**src/rtl/vblank_task_scheduler_pkg.sv**
```systemverilog
// Shared constants, FSM state encoding and watchdog sizing for the vblank task scheduler.
package vblank_task_scheduler_pkg;

    localparam int NUM_TASKS_DEF      = 4;
    localparam int TIMEOUT_CYCLES_DEF = 1024;
    localparam int OVR_W              = 8;

    typedef enum logic [1:0] {
        ST_IDLE  = 2'd0,
        ST_PICK  = 2'd1,
        ST_GRANT = 2'd2,
        ST_GAP   = 2'd3
    } state_t;

    // Watchdog counts 0..cycles-1; a single-cycle timeout still needs one bit.
    function automatic int wd_width(input int cycles);
        return (cycles > 1) ? $clog2(cycles) : 1;
    endfunction

endpackage

```
**src/rtl/vblank_task_scheduler_if.sv**
```systemverilog
// Request/grant and status bundle between the blanking scheduler and its requesters.
interface vblank_task_scheduler_if
    import vblank_task_scheduler_pkg::*;
#(
    parameter int N = NUM_TASKS_DEF
) ();

    logic             i_update;
    logic             i_enable;
    logic [N-1:0]     i_task_req;
    logic [N-1:0]     i_task_done;
    logic             i_clear_flags;
    logic [N-1:0]     o_task_grant;
    logic             o_busy;
    logic             o_frame_done;
    logic [N-1:0]     o_timeout_flags;
    logic [OVR_W-1:0] o_overrun_cnt;

    modport master (
        output i_update, i_enable, i_task_req, i_task_done, i_clear_flags,
        input  o_task_grant, o_busy, o_frame_done, o_timeout_flags, o_overrun_cnt
    );

    modport slave (
        input  i_update, i_enable, i_task_req, i_task_done, i_clear_flags,
        output o_task_grant, o_busy, o_frame_done, o_timeout_flags, o_overrun_cnt
    );

endinterface

```
**src/rtl/vblank_task_scheduler_prio_enc.sv**
```systemverilog
// Lowest-set-bit picker: one-hot of the lowest pending task plus a valid flag; purely combinational.
module task_priority_enc #(
    parameter int N = 4
) (
    input  logic [N-1:0] i_mask,
    output logic [N-1:0] o_onehot,
    output logic         o_vld
);

    // Two's-complement trick isolates the lowest set bit.
    assign o_onehot = i_mask & ((~i_mask) + N'(1));
    assign o_vld    = |i_mask;

endmodule

```
**src/rtl/vblank_task_scheduler.sv**
```systemverilog
// Serves latched task requests one at a time during vertical blanking, grant 2 cycles after update.
// No backpressure: a grant ends on task_done or watchdog expiry; updates while busy are only counted.
module vblank_task_scheduler
    import vblank_task_scheduler_pkg::*;
#(
    parameter int NUM_TASKS      = NUM_TASKS_DEF,
    parameter int TIMEOUT_CYCLES = TIMEOUT_CYCLES_DEF
) (
    input  logic                    clk,
    input  logic                    rst_n,
    vblank_task_scheduler_if.slave  bus
);

    localparam int             WD_W    = wd_width(TIMEOUT_CYCLES);
    localparam logic [WD_W-1:0] WD_LAST = WD_W'(TIMEOUT_CYCLES - 1);

    state_t               r_state;
    logic [NUM_TASKS-1:0] r_pending;
    logic [NUM_TASKS-1:0] r_grant;
    logic [NUM_TASKS-1:0] r_flags;
    logic [WD_W-1:0]      r_wd;
    logic [OVR_W-1:0]     r_ovr;
    logic                 r_busy;
    logic                 r_frame_done;

    logic [NUM_TASKS-1:0] w_pick_onehot;
    logic                 w_pick_vld;
    logic                 w_start;
    logic                 w_overrun;
    logic                 w_done;
    logic                 w_timeout;
    logic [NUM_TASKS-1:0] w_new_flag;
    state_t               w_next;
    logic [NUM_TASKS-1:0] w_next_pending;

    task_priority_enc #(.N(NUM_TASKS)) u_prio_enc (
        .i_mask   (r_pending),
        .o_onehot (w_pick_onehot),
        .o_vld    (w_pick_vld)
    );

    assign w_start    = (r_state == ST_IDLE) && bus.i_update && bus.i_enable;
    assign w_overrun  = (r_state != ST_IDLE) && bus.i_update && bus.i_enable;
    assign w_done     = (r_state == ST_GRANT) && |(bus.i_task_done & r_grant);
    // Done has priority over an expiring watchdog in the same cycle.
    assign w_timeout  = (r_state == ST_GRANT) && !w_done && (r_wd == WD_LAST);
    assign w_new_flag = w_timeout ? r_grant : '0;

    always_comb begin
        w_next         = r_state;
        w_next_pending = r_pending;
        case (r_state)
            ST_IDLE: begin
                if (w_start) begin
                    w_next         = ST_PICK;
                    w_next_pending = bus.i_task_req;
                end
            end
            ST_PICK: begin
                if (w_pick_vld) begin
                    w_next         = ST_GRANT;
                    w_next_pending = r_pending & ~w_pick_onehot;
                end else begin
                    w_next = ST_IDLE;
                end
            end
            ST_GRANT: begin
                if (w_done || w_timeout) begin
                    w_next = ST_GAP;
                end
            end
            ST_GAP: begin
                w_next = ST_PICK;
            end
            default: begin
                w_next = ST_IDLE;
            end
        endcase
    end

    always_ff @(posedge clk or negedge rst_n) begin
        if (!rst_n) begin
            r_state      <= ST_IDLE;
            r_pending    <= '0;
            r_grant      <= '0;
            r_flags      <= '0;
            r_wd         <= '0;
            r_ovr        <= '0;
            r_busy       <= 1'b0;
            r_frame_done <= 1'b0;
        end else begin
            r_state   <= w_next;
            r_pending <= w_next_pending;
            r_busy    <= (w_next != ST_IDLE);
            // Registered so the pulse lines up with the PICK cycle that finds nothing left.
            r_frame_done <= (w_next == ST_PICK) && (w_next_pending == '0);

            if ((r_state == ST_PICK) && w_pick_vld) begin
                r_grant <= w_pick_onehot;
            end else if (w_done || w_timeout) begin
                r_grant <= '0;
            end

            if ((r_state == ST_GRANT) && !w_done && !w_timeout) begin
                r_wd <= r_wd + WD_W'(1);
            end else begin
                r_wd <= '0;
            end

            r_flags <= (bus.i_clear_flags ? '0 : r_flags) | w_new_flag;

            if (w_overrun) begin
                if (bus.i_clear_flags) begin
                    r_ovr <= OVR_W'(1);
                end else if (r_ovr != {OVR_W{1'b1}}) begin
                    r_ovr <= r_ovr + OVR_W'(1);
                end
            end else if (bus.i_clear_flags) begin
                r_ovr <= '0;
            end
        end
    end

    assign bus.o_task_grant    = r_grant;
    assign bus.o_busy          = r_busy;
    assign bus.o_frame_done    = r_frame_done;
    assign bus.o_timeout_flags = r_flags;
    assign bus.o_overrun_cnt   = r_ovr;

endmodule

```
**src/flat_wrapper.sv**
```systemverilog
// flat-port wrapper written by rule: the top's interface ports become plain ports
module vblank_task_scheduler_flat import vblank_task_scheduler_pkg::*;
#(
    parameter int NUM_TASKS      = NUM_TASKS_DEF,
    parameter int TIMEOUT_CYCLES = TIMEOUT_CYCLES_DEF
)
  (clk, rst_n, bus_i_update, bus_i_enable, bus_i_task_req, bus_i_task_done, bus_i_clear_flags, bus_o_task_grant, bus_o_busy, bus_o_frame_done, bus_o_timeout_flags, bus_o_overrun_cnt);
  vblank_task_scheduler_if #(.N((4))) bus_i ();
  input  logic clk;
  input  logic rst_n;
  input wire logic [$bits(bus_i.i_update)-1:0] bus_i_update;
  input wire logic [$bits(bus_i.i_enable)-1:0] bus_i_enable;
  input wire logic [$bits(bus_i.i_task_req)-1:0] bus_i_task_req;
  input wire logic [$bits(bus_i.i_task_done)-1:0] bus_i_task_done;
  input wire logic [$bits(bus_i.i_clear_flags)-1:0] bus_i_clear_flags;
  output wire logic [$bits(bus_i.o_task_grant)-1:0] bus_o_task_grant;
  output wire logic [$bits(bus_i.o_busy)-1:0] bus_o_busy;
  output wire logic [$bits(bus_i.o_frame_done)-1:0] bus_o_frame_done;
  output wire logic [$bits(bus_i.o_timeout_flags)-1:0] bus_o_timeout_flags;
  output wire logic [$bits(bus_i.o_overrun_cnt)-1:0] bus_o_overrun_cnt;
  assign bus_i.i_update = bus_i_update;
  assign bus_i.i_enable = bus_i_enable;
  assign bus_i.i_task_req = bus_i_task_req;
  assign bus_i.i_task_done = bus_i_task_done;
  assign bus_i.i_clear_flags = bus_i_clear_flags;
  assign bus_o_task_grant = bus_i.o_task_grant;
  assign bus_o_busy = bus_i.o_busy;
  assign bus_o_frame_done = bus_i.o_frame_done;
  assign bus_o_timeout_flags = bus_i.o_timeout_flags;
  assign bus_o_overrun_cnt = bus_i.o_overrun_cnt;
  vblank_task_scheduler #(.NUM_TASKS(NUM_TASKS), .TIMEOUT_CYCLES(TIMEOUT_CYCLES)) u_core (.clk(clk), .rst_n(rst_n), .bus(bus_i));
endmodule
```
**config.mk**
```make
export PLATFORM = sky130hd
export DESIGN_NAME = vblank_task_scheduler_flat
export DESIGN_NICKNAME = d
export VERILOG_FILES = /design/src/rtl/vblank_task_scheduler_pkg.sv /design/src/rtl/vblank_task_scheduler_if.sv /design/src/rtl/vblank_task_scheduler_prio_enc.sv /design/src/rtl/vblank_task_scheduler.sv /design/src/flat_wrapper.sv
export SDC_FILE = /design/constraint.sdc
export NUM_CORES = 1
export LEC_CHECK = 0
export CAP_MARGIN = 5
export CORE_ASPECT_RATIO = 1.25
export CORE_UTILIZATION = 41
export DETAILED_ROUTE_END_ITERATION = 8
export HOLD_SLACK_MARGIN = 0.12
export PLACE_DENSITY = 0.66
export SYNTH_ARGS = -nofsm -noshare
export SYNTH_HDL_FRONTEND = slang
export SYNTH_HIERARCHICAL = 1
export SYNTH_SLANG_ARGS = --single-unit
export TNS_END_PERCENT = 50
```
**constraint.sdc**
```tcl
create_clock -name clk -period 1.8 [get_ports clk]
set_input_delay 0.27 -clock clk [delete_from_list [all_inputs] [get_ports clk]]
set_output_delay 0.27 -clock clk [all_outputs]
set_load 0.05 [all_outputs]
```
==> results of run 1 <==
[through the flow]
stage / util / TNS (ns) / cells
after floorplan: - / 0 / 167
after global placement: 0.541 / 0 / 257
after detailed placement: 0.541 / -0.00274 / 257
after CTS: 0.580 / 0 / 266
after global routing: 0.583 / 0 / 267
final: 0.583 / 0 / 267
[layer usage]
layer  share of wire  track usage  wire length [um]  vias to the layer above
met2            0.55        0.368              2210                       36
met4           0.018       0.0749                72                        0
li1                -            -                 -                      696
met1            0.38        0.221              1540                      723
met3           0.045       0.0591               178                       10
met5               0            0                 0                        -
[layout make-up]
type	count	area [sq um]	area share
clock inverters	3	68.8	0.0304
inverters	6	22.5	0.00996
flip-flops and latches	34	853	0.377
well taps	54	67.6	0.0299
multi-input cells	122	805	0.356
repair buffers	43	375	0.166
clock buffers	5	68.8	0.0304
[power breakdown]
group          leakage (nW)  internal, mW  switching [mW]  total [mW]
Clock                0.0683         0.555           0.289       0.844
Sequential            0.453         0.907           0.156        1.06
Combinational         0.463         0.484           0.682        1.17
[kinds of logic (layout without fill, tap and decap cells)]
group,after synthesis,count (layout),synth area share
xor+xnor,10,10,0.0514
fa+ha+maj,2,2,0.0147
flops,34,34,0.499
compound gates,39,39,0.164
simple gates,69,69,0.228
buf+inv,11,57,0.0308
mux,2,2,0.0125
[placed cells by master (no fill, tap or decap), drive strengths merged, types with 4 or more instances in the layout]
cell	n
a22o	4
xor2	6
inv	6
a21oi	7
nor3	4
clkdlybuf4s50	17
clkbuf	5
xnor2	4
nand2	18
nor2	17
o21ai	4
buf	24
dfrtp	34
o22ai	8
a22oi	6
nand3	5
[registers in the layout, indices dropped and copies added (netlist names)]
register,cells
u_core/bus.o_overrun_cnt,8
u_core/r_pending,4
u_core/r_state,2
u_core/bus.o_busy,1
u_core/r_wd,10
u_core/bus.o_timeout_flags,4
u_core/bus.o_task_grant,4
u_core/bus.o_frame_done,1
[synthesized netlist by cell type, drive strengths merged (4+ instances only)]
library cell	number	area [sq um]
o22ai	8	50.1
a22o	4	35.0
a21oi	7	35.0
nand3	5	42.5
nor3	4	20.0
nand2	18	67.6
o21ai	4	20.0
nor2	17	66.3
a22oi	6	45.0
buf	4	26.3
inv	6	22.5
xor2	6	52.6
dfrtp	34	851
xnor2	4	35.0
[worst max-delay path by stage]
stage | start | to | slack, ns | cells after the start
floorplan | u_core/bus.o_overrun_cnt[0]$_DFFE_PN0P_ | u_core/bus.o_overrun_cnt[5]$_DFFE_PN0P_ | 0.03 | 5
global placement | u_core/r_pending[0]$_DFF_PN0_ | u_core/bus.o_frame_done$_DFF_PN0_ | 0.05 | 5
detailed placement | u_core/r_pending[0]$_DFF_PN0_ | u_core/bus.o_frame_done$_DFF_PN0_ | -0.003 | 5
CTS | u_core/bus.o_overrun_cnt[0]$_DFFE_PN0P_ | bus_o_overrun_cnt[0] | 0.02 | 1
global route | u_core/r_wd[0]$_DFF_PN0_ | u_core/r_wd[3]$_DFF_PN0_ | 0.01 | 5
finish | u_core/bus.o_timeout_flags[1]$_DFF_PN0_ | bus_o_timeout_flags[1] | 0.08 | 1
[what timing repair did]
| item | 4_1_cts | 5_1_grt |
|---|---|---|
| hold buffers | 0 | 0 |
| endpoints found under the setup margin | 1 | 3 |
| resized for setup | 1 | 2 |
| setup buffers | 1 | 1 |
| pin swaps | 2 | 3 |
==> impl_metrics.ini, run 1 <==
[outcome]
outcome = complete, no violations

[clocking]
cts-buffers-inserted = 5
cts-root-buf = clkbuf_8
path_clk_slew_ns = 0.07
clk_latency_ns = 0.29
htreeDepth = 2
ctsLongestPathBuffers = 2
clock_sinks = 34
tritoncts = done

[global_route]
antenna_found_initial = 0
grt_pass1_wl_um = 6650
overflow = 0
grt_pass1_vias = 1488
grt_max_degree = 35
grtUsageTotal = 0.203

[worst_setup_path]
endpoint_kind = output pin
reg2regPathDepth = 6
crit_path_top_delay_cell = clkdlybuf4s50_1
crit_buf_inv = 1
r2r_slack_ns = 0.09
cp_max_fo = 2
path_cells = clkdlybuf4s50_1
cpPeakStageDelay_ns = 0.81
arrival_ns = 1.45
path_class = reg2out
crit_path_start_kind = flip-flop
worstReg2RegStart = u_core/r_pending[2]$_DFF_PN0_
crit_required_ns = 1.53
r2r-end = u_core/bus.o_frame_done$_DFF_PN0_
path_delay_family = buffers and inverters

[synthesis]
yosysUniqueCellTypes = 50
synth.net_count = 182
seq_area_frac_synth = 0.499
synth_edf_count = 0
synthCells = 167
synth_seq_cells = 34
async_flop_share = 1.00
yosys_warnings = 6
ys.flop_type = dfrtp_1
syn_area_per_cell_sq_um = 10.2
synthesis.area_sq_um = 1700

[sta]
report.final.slew_viol_count = 0
setup_ws_ns = 0.0765
tightest_slew_ns = 0.501
rsz0062_at_grt = false
whs_ns = 0.386
hold_viol_final = 0
relSlewSlack = 0.665
timing.final.crit_share = 0.958
setup_violations = 0
fmax_mhz = 580
finalClockSkew_ns = 0.00521
min_period_ns = 1.72

[layout]
fillers = 357
synthToLayoutAreaGrowth_pct = 32.7
design_area_sq_um = 2260
layout-drive-gt1-share = 0.216
fin_nets = 227
antenna_cells = 0

[place]
dp_hpwl_um = 2930
portBuffers = 30
pre_cts_slack_ns = -0.00274
gp_congestion = 0.882
place_area_sq_um = 2100

[power_and_ir_drop]
vdd_drop_max_uv = 904
power_mw = 3.07
p_leak_nw = 0.984
power.density_nw_per_um2 = 1360

[detailed_routing]
detail_route.iter0.violations = 58
vias = 1465
drc = 0
drt_pass1_iterations = 4
ant_nets = 0
via_per_inst = 5.49
wl_per_cell_um = 15.0
wl_um = 3990

[die]
core-area_sq_um = 3880
fp.dieW_um = 59.7
die_h_um = 74.1
die_area_sq_um = 4420
ioPinCount = 31
start_util = 0.439
fp-row-count = 25

[worst_hold_path]
hold_class = in2async

[flow_run]
max-cap-violations = 0
Power figures use the tool's default switching activity.
==> run 2, diff against run 1 <==
Settings changed: CORE_MARGIN set to 3.
==> run 2 against run 1 <==
- worst setup slack got worse by 0.028 ns
- hold slack lost 0.0065 ns
- register-to-register slack worse by 0.03 ns
- first-iteration DRC count rose by 8.6%
- clock skew increased by 0.0019 ns
- cell count unchanged
- largest power group unchanged
==> impl_metrics.ini, run 2 (synthesized netlist as in run 1, its figures left out) <==
[outcome]
outcome = complete, no violations

[power_and_ir_drop]
power_mw = 3.08
vdd_drop_max_uv = 1240
power.density_nw_per_um2 = 1360
p_leak_nw = 0.961

[sta]
rsz0062_at_grt = false
setup_ws_ns = 0.0490
report.final.slew_viol_count = 0
finalClockSkew_ns = 0.00708
timing.final.crit_share = 0.973
hold_viol_final = 0
relSlewSlack = 0.670
tightest_slew_ns = 0.494
min_period_ns = 1.75
fmax_mhz = 571
setup_violations = 0

[global_route]
grt_pass1_wl_um = 6640
overflow = 0
grt_pass1_vias = 1438
antenna_found_initial = 0
grtUsageTotal = 0.171
grt_max_degree = 35

[layout]
fin_util = 0.582
regArea_sq_um = 853
antenna_cells = 0
top_register = u_core/r_wd
final_common_cell = dfrtp_1
layout-drive-gt1-share = 0.244
design_area_sq_um = 2260
final_cells = 267
fillers = 357
synthToLayoutAreaGrowth_pct = 32.5
multi_input_comb_area_sq_um = 817
final_cell_mix = 32 x dfrtp_1, 28 x buf_4, 18 x nand2_1
largest_reg_flops = 10
fin_nets = 227

[detailed_routing]
dr_wl_met2_um = 2180
ant_nets = 0
via_per_inst = 5.37
top_layer = met4
wl_um = 3950
met1_length_um = 1570
vias = 1434
detail_route.iter0.violations = 63
drc = 0
wl_met3_um = 161
wl_per_cell_um = 14.8
drt_pass1_iterations = 4

[die]
fp-row-count = 25
core-area_sq_um = 3880
die_h_um = 78.1
ioPinCount = 31
fp.dieW_um = 63.7
die_area_sq_um = 4970
start_util = 0.439

[worst_setup_path]
path_cells = clkdlybuf4s50_1
r2r-end = u_core/bus.o_frame_done$_DFF_PN0_
crit_buf_inv = 1
path_delay_family = buffers and inverters
worstReg2RegStart = u_core/r_pending[2]$_DFF_PN0_
reg2regPathDepth = 6
crit_required_ns = 1.53
cp_max_fo = 4
r2r_slack_ns = 0.06
cpPeakStageDelay_ns = 0.81
arrival_ns = 1.48
path_class = reg2out
endpoint_kind = output pin
crit_path_start_kind = flip-flop
crit_path_top_delay_cell = clkdlybuf4s50_1

[clocking]
cts-root-buf = clkbuf_8
cts-buffers-inserted = 5
clock_sinks = 34
htreeDepth = 2
path_clk_slew_ns = 0.08
ctsLongestPathBuffers = 2
clk_latency_ns = 0.28
tritoncts = done

[worst_hold_path]
hold_class = in2async

[place]
gp_congestion = 0.860
portBuffers = 30
dpl.cell_count = 257
dp_hpwl_um = 2990
pre_cts_slack_ns = -0.0145
place_area_sq_um = 2090

[flow_run]
max-cap-violations = 0
run 2: cell count changes in the layout (fill, tap and decap cells not counted):
cell,previous run,this run
buf_4,24,28
clkdlybuf4s50_1,17,15
dlymetal6s2s_1,2,0
nor4_1,2,1
nor4_2,1,2
o22ai_1,8,7
o22ai_2,0,1
run 2: worst max path at each step:
stage | slack (ns) | depth (start not counted) | start | endpoint
6_report | 0.05 | 1 | u_core/bus.o_overrun_cnt[1]$_DFFE_PN0P_ | bus_o_overrun_cnt[1]
5_1_grt | 0.01 | 1 | u_core/bus.o_overrun_cnt[1]$_DFFE_PN0P_ | bus_o_overrun_cnt[1]
4_1_cts | 0.02 | 5 | u_core/r_pending[2]$_DFF_PN0_ | u_core/bus.o_frame_done$_DFF_PN0_
3_5_place_dp | -0.01 | 5 | u_core/r_pending[0]$_DFF_PN0_ | u_core/bus.o_frame_done$_DFF_PN0_
3_3_place_gp | 0.06 | 5 | u_core/r_pending[0]$_DFF_PN0_ | u_core/bus.o_frame_done$_DFF_PN0_
2_1_floorplan | 0.03 | 5 | u_core/bus.o_overrun_cnt[0]$_DFFE_PN0P_ | u_core/bus.o_overrun_cnt[5]$_DFFE_PN0P_
run 2: metrics by stage:
| stage | TNS [ns] | hold slack, ns |
|---|---|---|
| floorplan | 0 | -0.0256 |
| global placement | 0 | 0.464 |
| detailed placement | -0.0145 | 0.484 |
| CTS | 0 | 0.390 |
| global route | 0 | 0.424 |
| finish | 0 | 0.379 |
run 2: power by group:
group	internal (mW)	leakage, nW	switching (mW)
clock network	0.555	0.0683	0.288
registers	0.906	0.453	0.152
logic	0.491	0.440	0.684
total	1.95	0.961	1.12
run 2: worst reg2reg max path: stages (launching register included):
cell     delay (ns)
dfrtp_1        0.38
or4_4          0.55
buf_4          0.17
nand2_1        0.10
a21oi_1        0.08
o22ai_1        0.24
nor4_2         0.09
run 2: timing repair:
action	CTS	global route
gates cloned	0	0
setup endpoints to repair	1	1
gates resized for setup	1	2
pin swaps	3	1
setup buffers	2	0
hold buffers	0	0
run 2: final cells by class:
type / count / share of cell area
Clock buffer: 5 / 0.0305
Clock inverter: 3 / 0.0305
Inverter: 6 / 0.00997
Multi-Input combinational cell: 122 / 0.362
Sequential cell: 34 / 0.378
Tap cell: 54 / 0.0299
Timing Repair Buffer: 43 / 0.160
run 2: routing by layer:
layer	vias up	track usage
met1	702	0.180
met3	4	0.0429
met5	-	0
met2	32	0.321
li1	696	-
met4	0	0.0670
==> run 3, diff against run 2 <==
Settings changed: PLACE_DENSITY 0.66 to 0.64.
==> run 3 against run 2 <==
- register-to-register slack better by 0.08 ns
- die area unchanged
- first-iteration DRC count is 29% higher
- maximum frequency is 0.25% higher
- largest power group unchanged
- critical path type unchanged
- sequential share of layout area up 0.57 points
==> impl_metrics.ini, run 3 (synthesized netlist as in run 1, its figures left out) <==
[clocking]
htreeDepth = 2
tritoncts = done
clk_latency_ns = 0.28
cts-root-buf = clkbuf_8
ctsHoldBuffers = 0
ctsLongestPathBuffers = 2
clock_sinks = 34
cts-buffers-inserted = 5
path_clk_slew_ns = 0.07

[worst_setup_path]
crit_path_start_kind = flip-flop
crit_buf_inv = 1
crit_required_ns = 1.53
path_delay_family = buffers and inverters
crit_path_top_delay_cell = clkdlybuf4s50_1
cp_max_fo = 4
arrival_ns = 1.48
cpPeakStageDelay_ns = 0.80
path_class = reg2out
path_cells = clkdlybuf4s50_1
endpoint_kind = output pin

[sta]
hold_viol_final = 0
relSlewSlack = 0.666
min_period_ns = 1.75
finalClockSkew_ns = 0.00546
tightest_slew_ns = 0.500
setup_ws_ns = 0.0534
fmax_mhz = 573
report.final.slew_viol_count = 0
timing.final.crit_share = 0.970
setup_violations = 0
rsz0062_at_grt = true
whs_ns = 0.398

[global_route]
grt_pass1_vias = 1480
overflow = 0
grt_max_degree = 35
grtUsageTotal = 0.167
antenna_found_initial = 0
grt_pass1_wl_um = 6630

[layout]
synthToLayoutAreaGrowth_pct = 30.5
final_cell_mix = 32 x dfrtp_1, 21 x buf_4, 19 x clkdlybuf4s50_1
design_area_sq_um = 2220
final_common_cell = dfrtp_1
layout-drive-gt1-share = 0.209
antenna_cells = 0
fin_nets = 225
top_register = u_core/r_wd
largest_reg_flops = 10

[flow_run]
max-cap-violations = 0

[detailed_routing]
wl_um = 3720
drt_pass1_iterations = 4
wl_per_cell_um = 14.0
ant_nets = 0
vias = 1425
detail_route.iter0.violations = 81
via_per_inst = 5.38
drc = 0

[place]
pre_cts_slack_ns = -0.00459
dp_hpwl_um = 2790
portBuffers = 30
gp_congestion = 0.852
place_area_sq_um = 2110

[die]
fp.dieW_um = 63.7
die_area_sq_um = 4970
die_h_um = 78.1
core-area_sq_um = 3880
start_util = 0.439
ioPinCount = 31
fp-row-count = 25

[power_and_ir_drop]
power_mw = 2.82
vdd_drop_max_uv = 702
p_leak_nw = 0.933
power.density_nw_per_um2 = 1270

[outcome]
outcome = complete, no violations

[worst_hold_path]
hold_class = in2async
-- run 3: metrics by stage --
step / std cells / utilization / TNS (ns)
final: 265 / 0.574 / 0
after global routing: 265 / 0.574 / -0.0104
after CTS: 265 / 0.568 / 0
after detailed placement: 257 / 0.545 / -0.00459
after global placement: 257 / 0.545 / 0
after floorplan: 167 / - / 0
-- run 3: metal layers --
metal  part of all wire  track usage  vias to the layer above  wire length, um
met5                  0            0                        -                0
met1               0.46        0.218                      687             1720
met3              0.058       0.0544                        4              216
met4             0.0091       0.0497                        0               34
li1                   -            -                      694                -
met2               0.47        0.263                       40             1740
-- run 3: final timing paths --
path                            slack (ns)                                    start                                      end  cells past startpoint
worst max-delay path                  0.05  u_core/bus.o_overrun_cnt[1]$_DFFE_PN0P_                     bus_o_overrun_cnt[1]                      1
worst min-delay path                  0.40                                    rst_n                 u_core/r_wd[9]$_DFF_PN0_                      2
worst max register to register        0.14            u_core/r_pending[2]$_DFF_PN0_        u_core/bus.o_frame_done$_DFF_PN0_                      5
worst min register to register        0.48                 u_core/r_wd[0]$_DFF_PN0_                 u_core/r_wd[0]$_DFF_PN0_                      1
max in group asynchronous             1.08                                    rst_n  u_core/bus.o_overrun_cnt[0]$_DFFE_PN0P_                      2
min in group clk                      0.48                 u_core/r_wd[0]$_DFF_PN0_                 u_core/r_wd[0]$_DFF_PN0_                      1
-- run 3: timing repair --
action / CTS / global route
gates resized for setup: 0 / 3
setup buffers: 0 / 0
endpoints found under the setup margin: 0 / 2
-- run 3: report_power, final --
part           internal [mW]  switching (mW)  total (mW)
combinational          0.515           0.698        1.21
clock                  0.308           0.264       0.572
sequential             0.908           0.127        1.04
-- run 3: cell type report --
type                            count  area [sq um]
Clock buffer                        7          86.3
Tap cell                           54          67.6
Fill cell                         376          1650
Clock inverter                      1          5.00
Multi-Input combinational cell    122           822
Timing Repair Buffer               41           368
Sequential cell                    34           853
Inverter                            6          22.5
